[src/rtl/packet_injector_pkg.sv]
// packet_injector_pkg: shared widths, FSM state encoding and flit-count helper
package packet_injector_pkg;
  localparam int INPUT_SIZE = 4;
  localparam int ADDRESS_SIZE = 16;
  localparam int PAYLOAD_SIZE = 16;
  typedef enum logic [2:0] {IDLE, LAUNCH, ADDR, PAYLOAD, DONE} state_t;
  function automatic int flits(input int bits, input int w);
    return bits / w;
  endfunction
endpackage

[src/rtl/packet_injector_if.sv]
// packet_injector_if: network-interface request side plus router-facing flit stream
interface packet_injector_if import packet_injector_pkg::*; #(
  parameter int IW = INPUT_SIZE,
  parameter int AW = ADDRESS_SIZE,
  parameter int PW = PAYLOAD_SIZE
);
  logic send_req;
  logic [AW-1:0] dest_address;
  logic [PW-1:0] payload;
  logic stall;
  logic send_ready;
  logic compute_address;
  logic flit_valid;
  logic [IW-1:0] flit_out;
  logic send_finish;
  modport master (
    output send_req, dest_address, payload, stall,
    input send_ready, compute_address, flit_valid, flit_out, send_finish
  );
  modport slave (
    input send_req, dest_address, payload, stall,
    output send_ready, compute_address, flit_valid, flit_out, send_finish
  );
endinterface

[src/rtl/packet_injector_flit_shift_reg.sv]
// flit_shift_reg: parallel-load register shifting one flit left per enable, top flit exposed
module flit_shift_reg #(
  parameter int W = 32,
  parameter int F = 4
) (
  input logic clk,
  input logic reset,
  input logic i_load,
  input logic i_shift,
  input logic [W-1:0] i_data,
  output logic [F-1:0] o_top
);
  logic [W-1:0] r_data;
  always_ff @(posedge clk or negedge reset)
    if (!reset) r_data <= '0;
    else if (i_load) r_data <= i_data;
    else if (i_shift) r_data <= r_data << F;
  assign o_top = r_data[W-1 -: F];
endmodule

[src/rtl/packet_injector.sv]
// packet_injector: serialises an address+payload packet into MSB-first flits for the router
module packet_injector import packet_injector_pkg::*; #(
  parameter int IW = INPUT_SIZE,
  parameter int AW = ADDRESS_SIZE,
  parameter int PW = PAYLOAD_SIZE
) (
  input logic clk,
  input logic reset,
  packet_injector_if.slave bus
);
  localparam int AF = flits(AW, IW);
  localparam int PF = flits(PW, IW);
  localparam int CW = $clog2(AF > PF ? AF : PF) + 1;
  state_t r_state, w_next;
  logic [CW-1:0] r_cnt, w_cnt;
  logic w_load, w_shift;
  logic [IW-1:0] w_top;
  always_ff @(posedge clk or negedge reset)
    if (!reset) begin
      r_state <= IDLE;
      r_cnt <= '0;
    end else begin
      r_state <= w_next;
      r_cnt <= w_cnt;
    end
  // address flits cannot pause; payload freezes counter and shifter on stall
  always_comb begin
    w_next = r_state;
    w_cnt = r_cnt;
    w_load = 1'b0;
    w_shift = 1'b0;
    case (r_state)
      IDLE, DONE: begin
        w_load = bus.send_req;
        w_next = bus.send_req ? LAUNCH : IDLE;
      end
      LAUNCH: begin
        w_next = bus.stall ? LAUNCH : ADDR;
        w_cnt = '0;
      end
      ADDR: begin
        w_shift = 1'b1;
        w_cnt = r_cnt == CW'(AF - 1) ? '0 : r_cnt + 1'b1;
        w_next = r_cnt == CW'(AF - 1) ? PAYLOAD : ADDR;
      end
      PAYLOAD: if (!bus.stall) begin
        w_shift = 1'b1;
        w_cnt = r_cnt == CW'(PF - 1) ? '0 : r_cnt + 1'b1;
        w_next = r_cnt == CW'(PF - 1) ? DONE : PAYLOAD;
      end
      default: w_next = IDLE;
    endcase
  end
  flit_shift_reg #(.W(AW + PW), .F(IW)) u_sr (
    .clk(clk),
    .reset(reset),
    .i_load(w_load),
    .i_shift(w_shift),
    .i_data({bus.dest_address, bus.payload}),
    .o_top(w_top)
  );
  assign bus.send_ready = r_state == IDLE || r_state == DONE;
  assign bus.compute_address = r_state == LAUNCH && !bus.stall;
  assign bus.flit_valid = r_state == ADDR || (r_state == PAYLOAD && !bus.stall);
  assign bus.flit_out = (r_state == ADDR || r_state == PAYLOAD) ? w_top : '0;
  assign bus.send_finish = r_state == DONE;
endmodule

[src/flat_wrapper.sv]
// flat-port wrapper written by rule: the top's interface ports become plain ports
module packet_injector_flat import packet_injector_pkg::*;
#(
  parameter int IW = INPUT_SIZE,
  parameter int AW = ADDRESS_SIZE,
  parameter int PW = PAYLOAD_SIZE
)
  (clk, reset, bus_send_req, bus_dest_address, bus_payload, bus_stall, bus_send_ready, bus_compute_address, bus_flit_valid, bus_flit_out, bus_send_finish);
  packet_injector_if #(.IW(IW), .AW(AW), .PW(PW)) bus_i ();
  input logic clk;
  input logic reset;
  input wire logic [$bits(bus_i.send_req)-1:0] bus_send_req;
  input wire logic [$bits(bus_i.dest_address)-1:0] bus_dest_address;
  input wire logic [$bits(bus_i.payload)-1:0] bus_payload;
  input wire logic [$bits(bus_i.stall)-1:0] bus_stall;
  output wire logic [$bits(bus_i.send_ready)-1:0] bus_send_ready;
  output wire logic [$bits(bus_i.compute_address)-1:0] bus_compute_address;
  output wire logic [$bits(bus_i.flit_valid)-1:0] bus_flit_valid;
  output wire logic [$bits(bus_i.flit_out)-1:0] bus_flit_out;
  output wire logic [$bits(bus_i.send_finish)-1:0] bus_send_finish;
  assign bus_i.send_req = bus_send_req;
  assign bus_i.dest_address = bus_dest_address;
  assign bus_i.payload = bus_payload;
  assign bus_i.stall = bus_stall;
  assign bus_send_ready = bus_i.send_ready;
  assign bus_compute_address = bus_i.compute_address;
  assign bus_flit_valid = bus_i.flit_valid;
  assign bus_flit_out = bus_i.flit_out;
  assign bus_send_finish = bus_i.send_finish;
  packet_injector #(.IW(IW), .AW(AW), .PW(PW)) u_core (.clk(clk), .reset(reset), .bus(bus_i));
endmodule
[config.mk]
export PLATFORM = sky130hd
export DESIGN_NAME = packet_injector_flat
export DESIGN_NICKNAME = d
export VERILOG_FILES = /design/src/rtl/packet_injector_pkg.sv /design/src/rtl/packet_injector_if.sv /design/src/rtl/packet_injector_flit_shift_reg.sv /design/src/rtl/packet_injector.sv /design/src/flat_wrapper.sv
export SDC_FILE = /design/constraint.sdc
export NUM_CORES = 1
export LEC_CHECK = 0
export CAP_MARGIN = 20
export CELL_PAD_IN_SITES_DETAIL_PLACEMENT = 0
export CELL_PAD_IN_SITES_GLOBAL_PLACEMENT = 1
export CORE_UTILIZATION = 35
export CTS_CLUSTER_DIAMETER = 100
export DETAILED_ROUTE_END_ITERATION = 8
export PLACE_DENSITY = 0.8
export SLEW_MARGIN = 20
export SYNTH_ARGS = -nofsm -noshare
export SYNTH_HDL_FRONTEND = slang
export SYNTH_SLANG_ARGS = --single-unit
[constraint.sdc]
create_clock -name clk -period 1.55 [get_ports clk]
set_clock_uncertainty 0.2 [all_clocks]
set_input_delay 0.155 -clock clk [delete_from_list [all_inputs] [get_ports clk]]
set_output_delay 0.155 -clock clk [all_outputs]
set_load 0.03 [all_outputs]
==> results of run 1 <==
[power by group through the flow]
stage                     sequential (mW)  combinational, mW  clock [mW]
after floorplan                      1.66               2.16           0
after global placement               1.74               2.82           0
after detailed placement             1.74               2.87           0
after CTS                            1.76               3.18       0.717
after global routing                 1.81               3.61       0.761
final                                1.76               3.31       0.694
[cell usage in the layout, fill, tap and decap left out, types with 10 or more instances in the layout]
master	n
nor2_2	25
a21oi_2	15
buf_4	19
a21oi_1	16
dfrtp_1	37
clkdlybuf4s50_1	34
buf_6	13
nor2_1	10
mux2i_1	23
[layout make-up]
cell class              instances  area, µm²
clock buffers                   7       86.3
clock inverters                 1       5.00
fillers                       476       2300
inverters                       2       7.51
multi-input cells             130       1000
flip-flops and latches         38        952
well taps                      70       87.6
repair buffers                 74        764
[cell families (layout without fill, tap and decap cells)]
group                      after synthesis  after routing  synth area share
and+or+nand+nor                         56             56             0.131
AOI/OAI and AO/OA                       45             45             0.162
DFF                                     38             38             0.494
muxes                                   28             28             0.145
buffers and inverters                   14             84            0.0617
adders and majority gates                1              1           0.00649
[routing by layer]
metal  wire (µm)  global-route usage  vias to the layer above
met5           0                   0                        -
met4          62              0.0500                        0
met3         157              0.0419                        6
met2        2050               0.257                       36
met1        1870               0.187                      746
li1            -                   -                      767
[repair_timing]
action                                  CTS  global route
endpoints found under the setup margin   40            43
resized for setup                        30            17
hold buffers                              1             0
endpoints found under the hold margin    38             0
setup buffers                             6             1
pin swaps                                 5             2
[per-stage QoR]
stage	setup WS [ps]	hold WS, ps	instance area, µm²	power (mW)	cells
after CTS	-74.2	123	2840	5.65	321
after global placement	-268	-103	2600	4.55	306
after global routing	-142	147	2900	6.18	322
final	-77.2	119	2900	5.77	322
after floorplan	-23.6	-341	1980	3.82	182
after detailed placement	-264	-100	2600	4.60	306
[state kept, by name, summed over array words and instances (netlist names)]
signal	count
u_core.u_sr.r_data	32
u_core.r_cnt	3
u_core.r_state	3
[how the worst max path moves through the flow]
stage | slack (ps) | startpoint | endpoint | cells after the start
2_1_floorplan | -20 | u_core.r_state[0]$_DFFE_PN0P_ | u_core.u_sr.r_data[19]$_DFFE_PN0P_ | 8
3_3_place_gp | -270 | bus_send_req | u_core.u_sr.r_data[10]$_DFFE_PN0P_ | 6
3_5_place_dp | -260 | bus_send_req | u_core.u_sr.r_data[4]$_DFFE_PN0P_ | 6
4_1_cts | -70 | u_core.r_state[2]$_DFFE_PN0P_ | bus_compute_address | 5
5_1_grt | -140 | u_core.r_state[1]$_DFFE_PN0P_ | u_core.u_sr.r_data[28]$_DFFE_PN0P_ | 6
6_report | -80 | u_core.r_state[1]$_DFFE_PN0P_ | bus_flit_valid | 3
[critical path, stage by stage (launching register included)]
cell and delay (ps):
dfrtp_1 410, nor2b_4 260, and2_4 190, buf_6 120
==> metrics, run 1 <==
status=complete, but fails checks; failing checks=setup timing; Final min period=1630 ps; syn nets=219; Chip Width=76.2 µm; Max-Slew Margin vs Limit=0.741; setup ws final=-77.2 ps; Sw Ratio=0.389; Synth-to-Final Area Change=50.6%; clk_lat worst skew=280 ps; Clk pwr share=0.120; Pint=3.53 mW; CTS tree=built; setup TNS=-941 ps; RSZ-0062 raised after global routing=yes; CP arrival=1270 ps; worst r2r dst=u_core.u_sr.r_data[30]$_DFFE_PN0P_; Leak Pwr=1.16 nW; crit share post-route=1.05; Final Hold Vio Count=0; Synth area leaders=dfrtp_1 (49%), mux2i_1 (15%), nor2_1 (7.0%), a21oi_2 (5.5%), a21oi_1 (4.9%); vias per cell=4.83; Worst R2R Setup Slack=-50 ps; initial antenna violation count=0; Hold WC Path Type=primary input to asynchronous set/reset pin; GRT Resource Usage Total=0.152; most frequent cells after synthesis=dfrtp_1 (38), nor2_1 (36), mux2i_1 (28), a21oi_1 (19), a21oi_2 (12); First DRT Iteration DRCs=49; placement row count=26; GPL Wtd Cong=0.783; sinks on the clock net=38; switching power=2.24 mW; vias in the first global route=1571; CTS max path bufs=2; count leader, synth=dfrtp_1; Slew Viols, Final=0; die area=5810 µm²; CP Capture Type=primary output; Clock transition at path regs=80 ps; H-tree depth=2; leading area contributor after synthesis=dfrtp_1; synth unique cells=26; Post-Synthesis Cells=182; Post-DP HPWL=2980 µm; Via Count=1555; PD cells=1990 nW/µm²; Routed Wire Length=4140 µm; Final nets=288; first-pass GRT wire length=6930 µm; wire length per cell=12.9 µm; DRC=0; CTS buffer count=5; mapped cell area=1930 µm²; top cell type's share of synthesized area=0.494; Post-synth EDFFs=0; drt pass-1 iters=4; antenna-violating nets left=0; Logic pwr share=0.574; I/O pins=44; ys async rst share=1.00; ys flop type=dfrtp_1; worst vdd ir=0.871 mV; worst reg2reg path depth=6; IO Port Bufs=43; fmax=615 MHz; Core ar.=5200 µm²; largest net degree at the start of global routing=21; launching point of the worst reg2reg path=u_core.r_state[1]$_DFFE_PN0P_; root buffer cell=clkbuf_8; Reg power frac=0.306; share of layout cells above drive strength 1=0.425; initial core utilization=0.370; Final Setup Violations=32; Antenna Cells=0; # Max-Cap Violations=0; crit-path max FO=6; total grt overflow=0; post-synthesis sequential area ratio=0.494; Setup Crit Path Kind=flop to primary output; final core occ=0.558; Critical Path RT=1190 ps; crit path launch type=flop; die height=76.2 µm; actual slew at the worst max-slew pin=389 ps; Synth Register Bits=38; Yosys warnings=0; Avg Inst Size Synth=10.6 µm²
(Power assumes the default switching activity.)
==> inputs of run 2 (changes only) <==
- CORE_MARGIN: default -> 3
- SLEW_MARGIN: 20 -> default
==> metrics, run 2 (synthesized netlist as in run 1, its figures left out) <==
CP bufs+invs=3 (was 1); vias in the first global route=1528 (was 1571); CP max stage delay=440 ps (was 410 ps); GR Util met3=0.0370 (was 0.0419); area of the multi-input gates=1130 µm² (was 1000 µm²); sinks on the clock net=38 (unchanged); die height=80.2 µm (was 76.2 µm); most frequent cells in the layout=dfrtp_1 (38), clkdlybuf4s50_1 (34), mux2i_1 (23), a21oi_2 (23) (was dfrtp_1 (37), clkdlybuf4s50_1 (34), nor2_2 (25)); Placed Cells=300 (was 306); total grt overflow=0 (unchanged); CP Capture Type=flop (was primary output); drt pass-1 iters=4 (unchanged); actual slew at the worst max-slew pin=210 ps (was 389 ps); IO Port Bufs=43 (unchanged); setup ws final=-174 ps (was -77.2 ps); most utilized layer in the global route result=met2 (unchanged); H-tree depth=2 (unchanged); failing checks=setup timing (unchanged); crit-path cells=nor2b_4, buf_12, buf_6, a21o_4, clkbuf_16, nor2_2, a21oi_2 (was nor2b_4, and2_4, buf_6); # fillers=417 (was 476); crit path launch type=flop (unchanged); Core ar.=5200 µm² (unchanged); slowest library cell on the worst path=dfrtp_1 (unchanged); First DRT Iteration DRCs=114 (was 49); I/O pins=44 (unchanged); met1 Use GR=0.186 (was 0.187); crit share post-route=1.11 (was 1.05); Antenna Cells=0 (unchanged); worst vdd ir=0.996 mV (was 0.871 mV); CTS tree=built (unchanged); CTS max path bufs=2 (unchanged); initial core utilization=0.370 (unchanged); Clock transition at path regs=80 ps (about the same); largest registers=u_core.u_sr.r_data x32, u_core.r_cnt x3, u_core.r_state x3 (unchanged); Pwr Total=7.19 mW (was 5.77 mW); register area=951 µm² (was 952 µm²); family with the most delay on the worst path=flip-flops (was simple AND/OR/NAND/NOR gates); GPL Wtd Cong=0.830 (was 0.783); RSZ-0062 raised after global routing=yes (unchanged); DRC=0 (unchanged); final core occ=0.627 (was 0.558); Post-DP HPWL=2860 µm (was 2980 µm); antenna-violating nets left=0 (unchanged); CP arrival=1720 ps (was 1270 ps); Place WS=-290 ps (was -264 ps); die area=6430 µm² (was 5810 µm²); wire length per cell=15.2 µm (was 12.9 µm); status=complete, but fails checks (unchanged); Setup Crit Path Kind=flop to flop (was flop to primary output); GRT Resource Usage Total=0.146 (was 0.152); max FFs per register=32 (unchanged); Hold WC Path Type=primary input to asynchronous set/reset pin (unchanged); placement row count=26 (unchanged); post-route insts no fill=331 (was 322); CTS buffer count=5 (unchanged); vias per cell=5.00 (was 4.83); largest net degree at the start of global routing=39 (was 21); Critical Path RT=1540 ps (was 1190 ps); Reg with most FFs=u_core.u_sr.r_data (unchanged); Synth-to-Final Area Change=69.5% (was 50.6%); crit-path max FO=6 (unchanged); Chip Width=80.2 µm (was 76.2 µm); PD cells=2200 nW/µm² (was 1990 nW/µm²); met2 usage=0.237 (was 0.257); Final Setup Violations=40 (was 32); commonest non-fill, non-tap cell in the layout=dfrtp_1 (unchanged); Final nets=297 (was 288); root buffer cell=clkbuf_8 (unchanged); Final Hold Vio Count=0 (unchanged); Slew Viols, Final=0 (unchanged); fmax=580 MHz (was 615 MHz); Final min period=1720 ps (was 1630 ps); setup TNS=-5090 ps (was -941 ps); Routed Wire Length=5040 µm (was 4140 µm); clk_lat worst skew=300 ps (was 280 ps); # Max-Cap Violations=0 (unchanged); Leak Pwr=1.30 nW (was 1.16 nW); share of layout cells above drive strength 1=0.498 (was 0.425); initial antenna violation count=0 (unchanged); Via Count=1656 (was 1555); Max-Slew Margin vs Limit=0.856 (was 0.741); first-pass GRT wire length=7180 µm (was 6930 µm)
run 2: final timing paths:
kind | to | slack [ps] | cells past startpoint | from
worst max-delay path | u_core.u_sr.r_data[21]$_DFFE_PN0P_ | -170 | 7 | u_core.r_state[1]$_DFFE_PN0P_
worst min-delay path | u_core.u_sr.r_data[14]$_DFFE_PN0P_ | 130 | 3 | reset
worst max register to register | u_core.u_sr.r_data[21]$_DFFE_PN0P_ | -170 | 7 | u_core.r_state[1]$_DFFE_PN0P_
worst min register to register | u_core.u_sr.r_data[0]$_DFFE_PN0P_ | 310 | 1 | u_core.u_sr.r_data[0]$_DFFE_PN0P_
max in group asynchronous | u_core.r_cnt[0]$_DFFE_PN0P_ | 820 | 3 | reset
min in group clk | u_core.u_sr.r_data[0]$_DFFE_PN0P_ | 270 | 2 | bus_payload[0]
run 2: layout make-up:
| type | instances | area share |
|---|---|---|
| inverters | 2 | 0.00230 |
| well taps | 70 | 0.0268 |
| multi-input cells | 131 | 0.347 |
| repair buffers | 82 | 0.291 |
| clock buffers | 5 | 0.0211 |
| clock inverters | 3 | 0.0211 |
| flip-flops and latches | 38 | 0.291 |
run 2: routing by layer:
metal / vias to the layer above / routed length (µm)
met4: 0 / 108
li1: 795 / -
met3: 8 / 203
met1: 809 / 2250
met5: - / 0
met2: 44 / 2480
run 2: what timing repair did:
action | 4_1_cts | 5_1_grt
pin swaps | 10 | 7
hold buffers | 1 | 0
cloned | 1 | 7
hold endpoints to repair | 38 | 0
endpoints found under the setup margin | 40 | 43
resized for setup | 26 | 60
buffers inserted | 10 | 5
run 2: through the flow:
stage	cell area, µm²	hold slack (ps)
after floorplan	1980	-341
after global routing	3270	160
after CTS	2870	148
after global placement	2530	-60.1
after detailed placement	2530	-61.2
final	3270	134
run 2: where the power goes:
| part | internal (mW) | total (mW) | switching [mW] |
|---|---|---|---|
| Clock | 0.645 | 1.04 | 0.392 |
| Combinational | 2.36 | 4.34 | 1.97 |
| Sequential | 1.45 | 1.82 | 0.373 |
| Total | 4.45 | 7.19 | 2.74 |
run 2: worst register-to-register path, cell delays in order (launching register included):
cell	delay (ps)
dfrtp_1	440
nor2b_4	170
buf_12	130
buf_6	110
a21o_4	250
clkbuf_16	180
nor2_2	110
a21oi_2	40
==> edit 1: new RTL, flow settings as in run 1 <==
Reset style: synchronous (`reset`), changed in 2 clocked blocks.
--- a/src/rtl/packet_injector_flit_shift_reg.sv
+++ b/src/rtl/packet_injector_flit_shift_reg.sv
@@ -12,5 +12,5 @@
 );
   logic [W-1:0] r_data;
-  always_ff @(posedge clk or negedge reset)
+  always_ff @(posedge clk)
     if (!reset) r_data <= '0;
     else if (i_load) r_data <= i_data;
--- a/src/rtl/packet_injector.sv
+++ b/src/rtl/packet_injector.sv
@@ -16,5 +16,5 @@
   logic w_load, w_shift;
   logic [IW-1:0] w_top;
-  always_ff @(posedge clk or negedge reset)
+  always_ff @(posedge clk)
     if (!reset) begin
       r_state <= IDLE;
Formal check against the unedited RTL: differs if reset is asserted again (counterexample within 4 cycles, from zero or initial values and one cycle with reset low); with reset held inactive, the same outputs for 10 cycles.
==> edit 1 against run 1 <==
The run ends with design-rule violations, negative setup slack left; cell area shrank 16%; setup slack gained 0.052 ns; count of clock-buffer cells in the layout shrank 2; routed wire length shrank 3.5%; utilization shrank 1.3 points; global-route usage grew 1.7 points; non-clock buffer count shrank 9; synthesized area shrank 13%; first-iteration DRC count grew 65%; critical path depth is the same; sequential cell count is the same; register-to-register slack gained 0.10 ns; highest routed layer unchanged.
Power is not compared: it rests on default switching activity, and its combinational part moved more than twofold at a synthesized area within 25%.
==> edit 1: results (changes against run 1) <==
[metrics] DR DRC count: 5 (+5)
[metrics] number of nets produced by synthesis: 250 (+14%)
[metrics] iteration count of the initial detailed-routing pass: 8 (+4)
[metrics] maximum single-stage delay on the critical path: 0.39 ns (-0.02 ns)
[metrics] average size of a mapped cell: 7.89 sq um (-25%)
[metrics] global-route wire length before repair: 6.69 mm (-3.6%)
[metrics] number of inserted filler cells in the final layout: 435 (-8.6%)
[metrics] gpl congestion: 0.745 (-4.9%)
[metrics] Tot GR Track Use: 17.0% (+1.7 points)
[metrics] worst min-delay path class: reg -> reg
[metrics] netlist area before placement: 0.00168 sq mm (-13%)
[metrics] most instantiated cells after synthesis: nand2_1, dfxtp_1, a31oi_1, o21ai_0, nor2_1
[metrics] placed instance area: 0.00224 sq mm (-14%)
[metrics] largest net degree at the start of global routing: 47 (+120%)
[metrics] WL per Instance: 12.4 um (-3.5%)
[metrics] Largest regs: u_core.u_sr.r_data: 32 flops, u_core.r_cnt: 3 flops, u_core.r_state: 3 flops
[metrics] total setup violations reported at the end of the flow: 5 (-84%)
[metrics] part of the Yosys area used for sequential elements: 45.3% (-4.1 points)
[metrics] GR Layer Usage met1: 21.6% (+2.9 points)
[metrics] buffers inserted during post-CTS setup optimization: 4 (-2)
[metrics] post-detailed-route via-to-cell ratio: 5.14 (+6.4%)
[metrics] cells taking the most area after synthesis: dfxtp_1, nand2_1, a31oi_1
[metrics] fraction of layout cells with a size suffix above 1: 19.6% (-23 points)
[metrics] met2 usage in global routing: 26.7% (+0.94 points)
[metrics] library cells used by synthesis: 30 (+15%)
[metrics] Placed Instances: 310 (+1.3%)
[metrics] met3 track utilization from global routing: 4.64% (+0.45 points)
[metrics] Metal-1 WL: 1.98 mm (+5.8%)
[metrics] vias in the first global route: 1503 (-4.3%)
[metrics] failing checks: design-rule violations, negative setup slack
[metrics] hpwl dp: 2.71 mm (-9.0%)
[metrics] Sum Neg Setup Slack: -0.0535 ns (+0.888 ns)
[metrics] 1st-iter DRT viols: 81 (+65%)
[metrics] commonest register cell after synthesis: dfxtp_1
[metrics] worst slack at placement: -0.105 ns (+0.159 ns)
[metrics] final worst slack: -0.0247 ns (+0.0525 ns)
[metrics] Routed WL: 4.00 mm (-3.5%)
[metrics] result of the run: complete, but fails checks
[metrics] WL met2: 1.74 mm (-15%)
[metrics] largest delay contributor family on the critical path: flip-flops
[metrics] uppermost signal routing layer after detailed routing: met4
[metrics] slew at the pin closest to its max-slew limit: 0.382 ns (-0.00761 ns)
## edit 1: changes by cell type after synthesis, moves of 4 or more
cell	run 1	this run
dfrtp_1	38	0
o21ai_0	4	27
nand2_1	7	60
nor2_1	36	7
a21oi_1	19	4
a31oi_1	1	29
clkbuf_1	0	4
mux2i_1	28	1
a21oi_2	12	0
dfxtp_1	0	38
a22o_1	4	0
## edit 1: path summary, 6_finish.rpt
| kind | endpoint | slack (ns) | cells after the start | startpoint |
|---|---|---|---|---|
| hold / removal | u_core.u_sr.r_data[26] | 0.27 | 2 | u_core.u_sr.r_data[22] |
| hold reg to reg | u_core.u_sr.r_data[26] | 0.27 | 2 | u_core.u_sr.r_data[22] |
| setup reg to reg | u_core.u_sr.r_data[3] | 0.05 | 5 | u_core.r_state[0] |
| setup / recovery | bus_compute_address | -0.02 | 3 | u_core.r_state[0] |
## edit 1: cell type report
type                            instances  share of cell area (%)
Multi-Input combinational cell        157                    34.1
Sequential cell                        38                    31.5
Timing Repair Buffer                   65                    26.9
Clock buffer                            5                    2.82
Tap cell                               52                    2.67
Clock inverter                          3                    1.64
Inverter                                2                   0.410
## edit 1: cells by family (layout without fill, tap and decap cells)
family | after synthesis | in the layout | share of synthesized area [%]
AOI/OAI and AO/OA | 66 | 66 | 22.4
muxes | 1 | 1 | 0.596
xor gates and xnor gates | 1 | 1 | 0.521
buffers and inverters | 18 | 75 | 7.37
adders and majority gates | 1 | 1 | 0.744
DFF | 38 | 38 | 45.3
and+or+nand+nor | 88 | 88 | 23.1
## edit 1: power by group
group / switching, mW / internal (mW) / leakage (nW) / total (mW)
Clock: 0.353 / 0.473 / 0.0579 / 0.826
Combinational: 0.218 / 0.246 / 0.567 / 0.464
Sequential: 0.0499 / 1.06 / 0.315 / 1.11
==> edit 2: new RTL, flow settings as in run 1 <==
Without the edit above. Change the package constant `INPUT_SIZE` from 4 to 2.
--- a/src/rtl/packet_injector_pkg.sv
+++ b/src/rtl/packet_injector_pkg.sv
@@ -1,5 +1,5 @@
 // packet_injector_pkg: shared widths, FSM state encoding and flit-count helper
 package packet_injector_pkg;
-  localparam int INPUT_SIZE = 4;
+  localparam int INPUT_SIZE = 2;
   localparam int ADDRESS_SIZE = 16;
   localparam int PAYLOAD_SIZE = 16;
Interface: changed (resized bus_flit_out); port bits go from 44 to 42. The function was not compared with the original's and may differ.
==> edit 2 against run 1 <==
The flow still finishes with violations (negative setup slack); cell area rose by 5.7%; total power down 14%; synthesized area is 4.0% higher; combinational power shrank 25%; sequential cell count increased by 1; maximum frequency shrank 4.9%; routed wire length grew 40%; count of clock-buffer cells in the layout fell by 2; setup slack worse by 0.084 ns.
==> edit 2: results (changes against run 1) <==
[metrics] result of the run: complete, but fails checks
[metrics] failing checks: negative setup slack
[metrics] library cells used by synthesis: 29 (+12%)
[metrics] post-detailed-route via-to-cell ratio: 5.42 (+12%)
[metrics] final worst slack: -0.162 ns (-0.0844 ns)
[metrics] gpl congestion: 0.805 (+2.7%)
[metrics] port bufs: 41 (-4.7%)
[metrics] global-route wire length before repair: 8.84 mm (+27%)
[metrics] Tot GR Track Use: 18.8% (+3.6 points)
[metrics] slew at the pin closest to its max-slew limit: 0.241 ns (-0.148 ns)
[metrics] Final Hold Slack: 0.151 ns (+0.0318 ns)
[metrics] antenna diode count: 0 (unchanged)
[metrics] cells taking the most area after synthesis: dfrtp_1, a31oi_1, nand3_1
[metrics] static leakage power: 1.31 nW (+12%)
[metrics] clock tree root buffer cell: clkbuf_8
[metrics] number of nets produced by synthesis: 258 (+18%)
[metrics] worst slack at placement: -0.295 ns (-0.0303 ns)
[metrics] largest net degree at the start of global routing: 47 (+120%)
[metrics] hpwl dp: 3.20 mm (+7.4%)
[metrics] Placed Instances: 333 (+8.8%)
[metrics] internal portion of total power: 3.13 mW (-11%)
[metrics] placed instance area: 0.00255 sq mm (-1.9%)
[metrics] CP Launch Point: u_core.r_state[1]
[metrics] vias in the first global route: 1819 (+16%)
[metrics] Largest regs: u_core.u_sr.r_data: 32 flops, u_core.r_cnt: 4 flops, u_core.r_state: 3 flops
[metrics] worst ir drop on vdd: 1.36 mV (+56%)
[metrics] net count reported at finish: 321 (+11%)
[metrics] arrival time worst endpoint: 1.36 ns (+0.09 ns)
[metrics] part of the Yosys area used for sequential elements: 48.7% (-0.63 points)
[metrics] endpoint of the most critical setup path: bus_flit_out[1]
[metrics] most instantiated cells after synthesis: dfrtp_1, nand3_1, nor2_1, o21ai_0, a31oi_1
[metrics] depth of the worst register-to-register path: 5 (-1)
[metrics] 1st-iter DRT viols: 135 (+180%)
[metrics] crit-path max FO: 4 (-2)
[metrics] via count: 1936 (+25%)
[metrics] Worst-Skew Late Latency: 0.30 ns (+0.02 ns)
[metrics] total setup violations reported at the end of the flow: 41 (+28%)
[metrics] Routed WL: 5.81 mm (+40%)
edit 2: stage by stage:
step           power (mW)  setup TNS, ns
2_1_floorplan        2.82         -0.409
3_3_place_gp         3.48          -7.86
3_5_place_dp         3.52          -8.91
4_1_cts              4.81          -2.15
5_1_grt              5.28          -6.10
6_report             4.97          -4.59
edit 2: critical path: cells and delay by family (launching register included):
family | cells | cell delay, ns
simple gates | 2 | 0.27
flops | 1 | 0.41
buf+inv | 3 | 0.39
edit 2: how the worst min path moves through the flow:
stage                                    to  cells after the start  startpoint
after global routing        u_core.r_cnt[2]                      3       reset
after CTS                 u_core.r_state[1]                      3       reset
after floorplan             u_core.r_cnt[0]                      0       reset
final                       u_core.r_cnt[2]                      3       reset
after detailed placement    u_core.r_cnt[2]                      2       reset
after global placement      u_core.r_cnt[2]                      2       reset
edit 2: cell type report:
class	count	area, sq um
multi-input combinational	157	1040
sequential	39	976
inverter	2	7.51
clock inverter	3	43.8
clock buffer	5	68.8
tap	72	90.1
timing repair buffer	79	841
fill	496	2440
edit 2: power by group through the flow:
stage	combinational [mW]	clock, mW	sequential, mW
2_1_floorplan	1.25	0	1.57
3_3_place_gp	1.86	0	1.62
3_5_place_dp	1.89	0	1.63
4_1_cts	2.31	0.877	1.62
5_1_grt	2.69	0.917	1.67
6_report	2.48	0.855	1.63
edit 2: logic make-up after synthesis:
| logic type | synth area share, % |
|---|---|
| and+or+nand+nor | 20.4 |
| muxes | 1.50 |
| buffers and inverters | 8.37 |
| AOI/OAI and AO/OA | 19.9 |
| xor gates and xnor gates | 0.437 |
| adders and majority gates | 0.625 |
| DFF | 48.7 |
edit 2: repair_timing:
| action | in CTS | in global routing |
|---|---|---|
| endpoints found under the setup margin | 37 | 42 |
| pin swaps | 8 | 1 |
| endpoints found under the hold margin | 39 | 0 |
| setup buffers | 10 | 0 |
| resized for setup | 34 | 30 |
| gates cloned | 1 | 4 |
| hold buffers | 1 | 0 |
edit 2: metal layers:
metal	global-route usage [%]	part of all wire (%)	vias up	routed length (um)
met3	3.88	5.0	10	291
li1	-	-	931	-
met5	0	0	-	0
met1	25.6	44	937	2560
met2	28.9	49	58	2830
met4	8.11	2.3	0	131
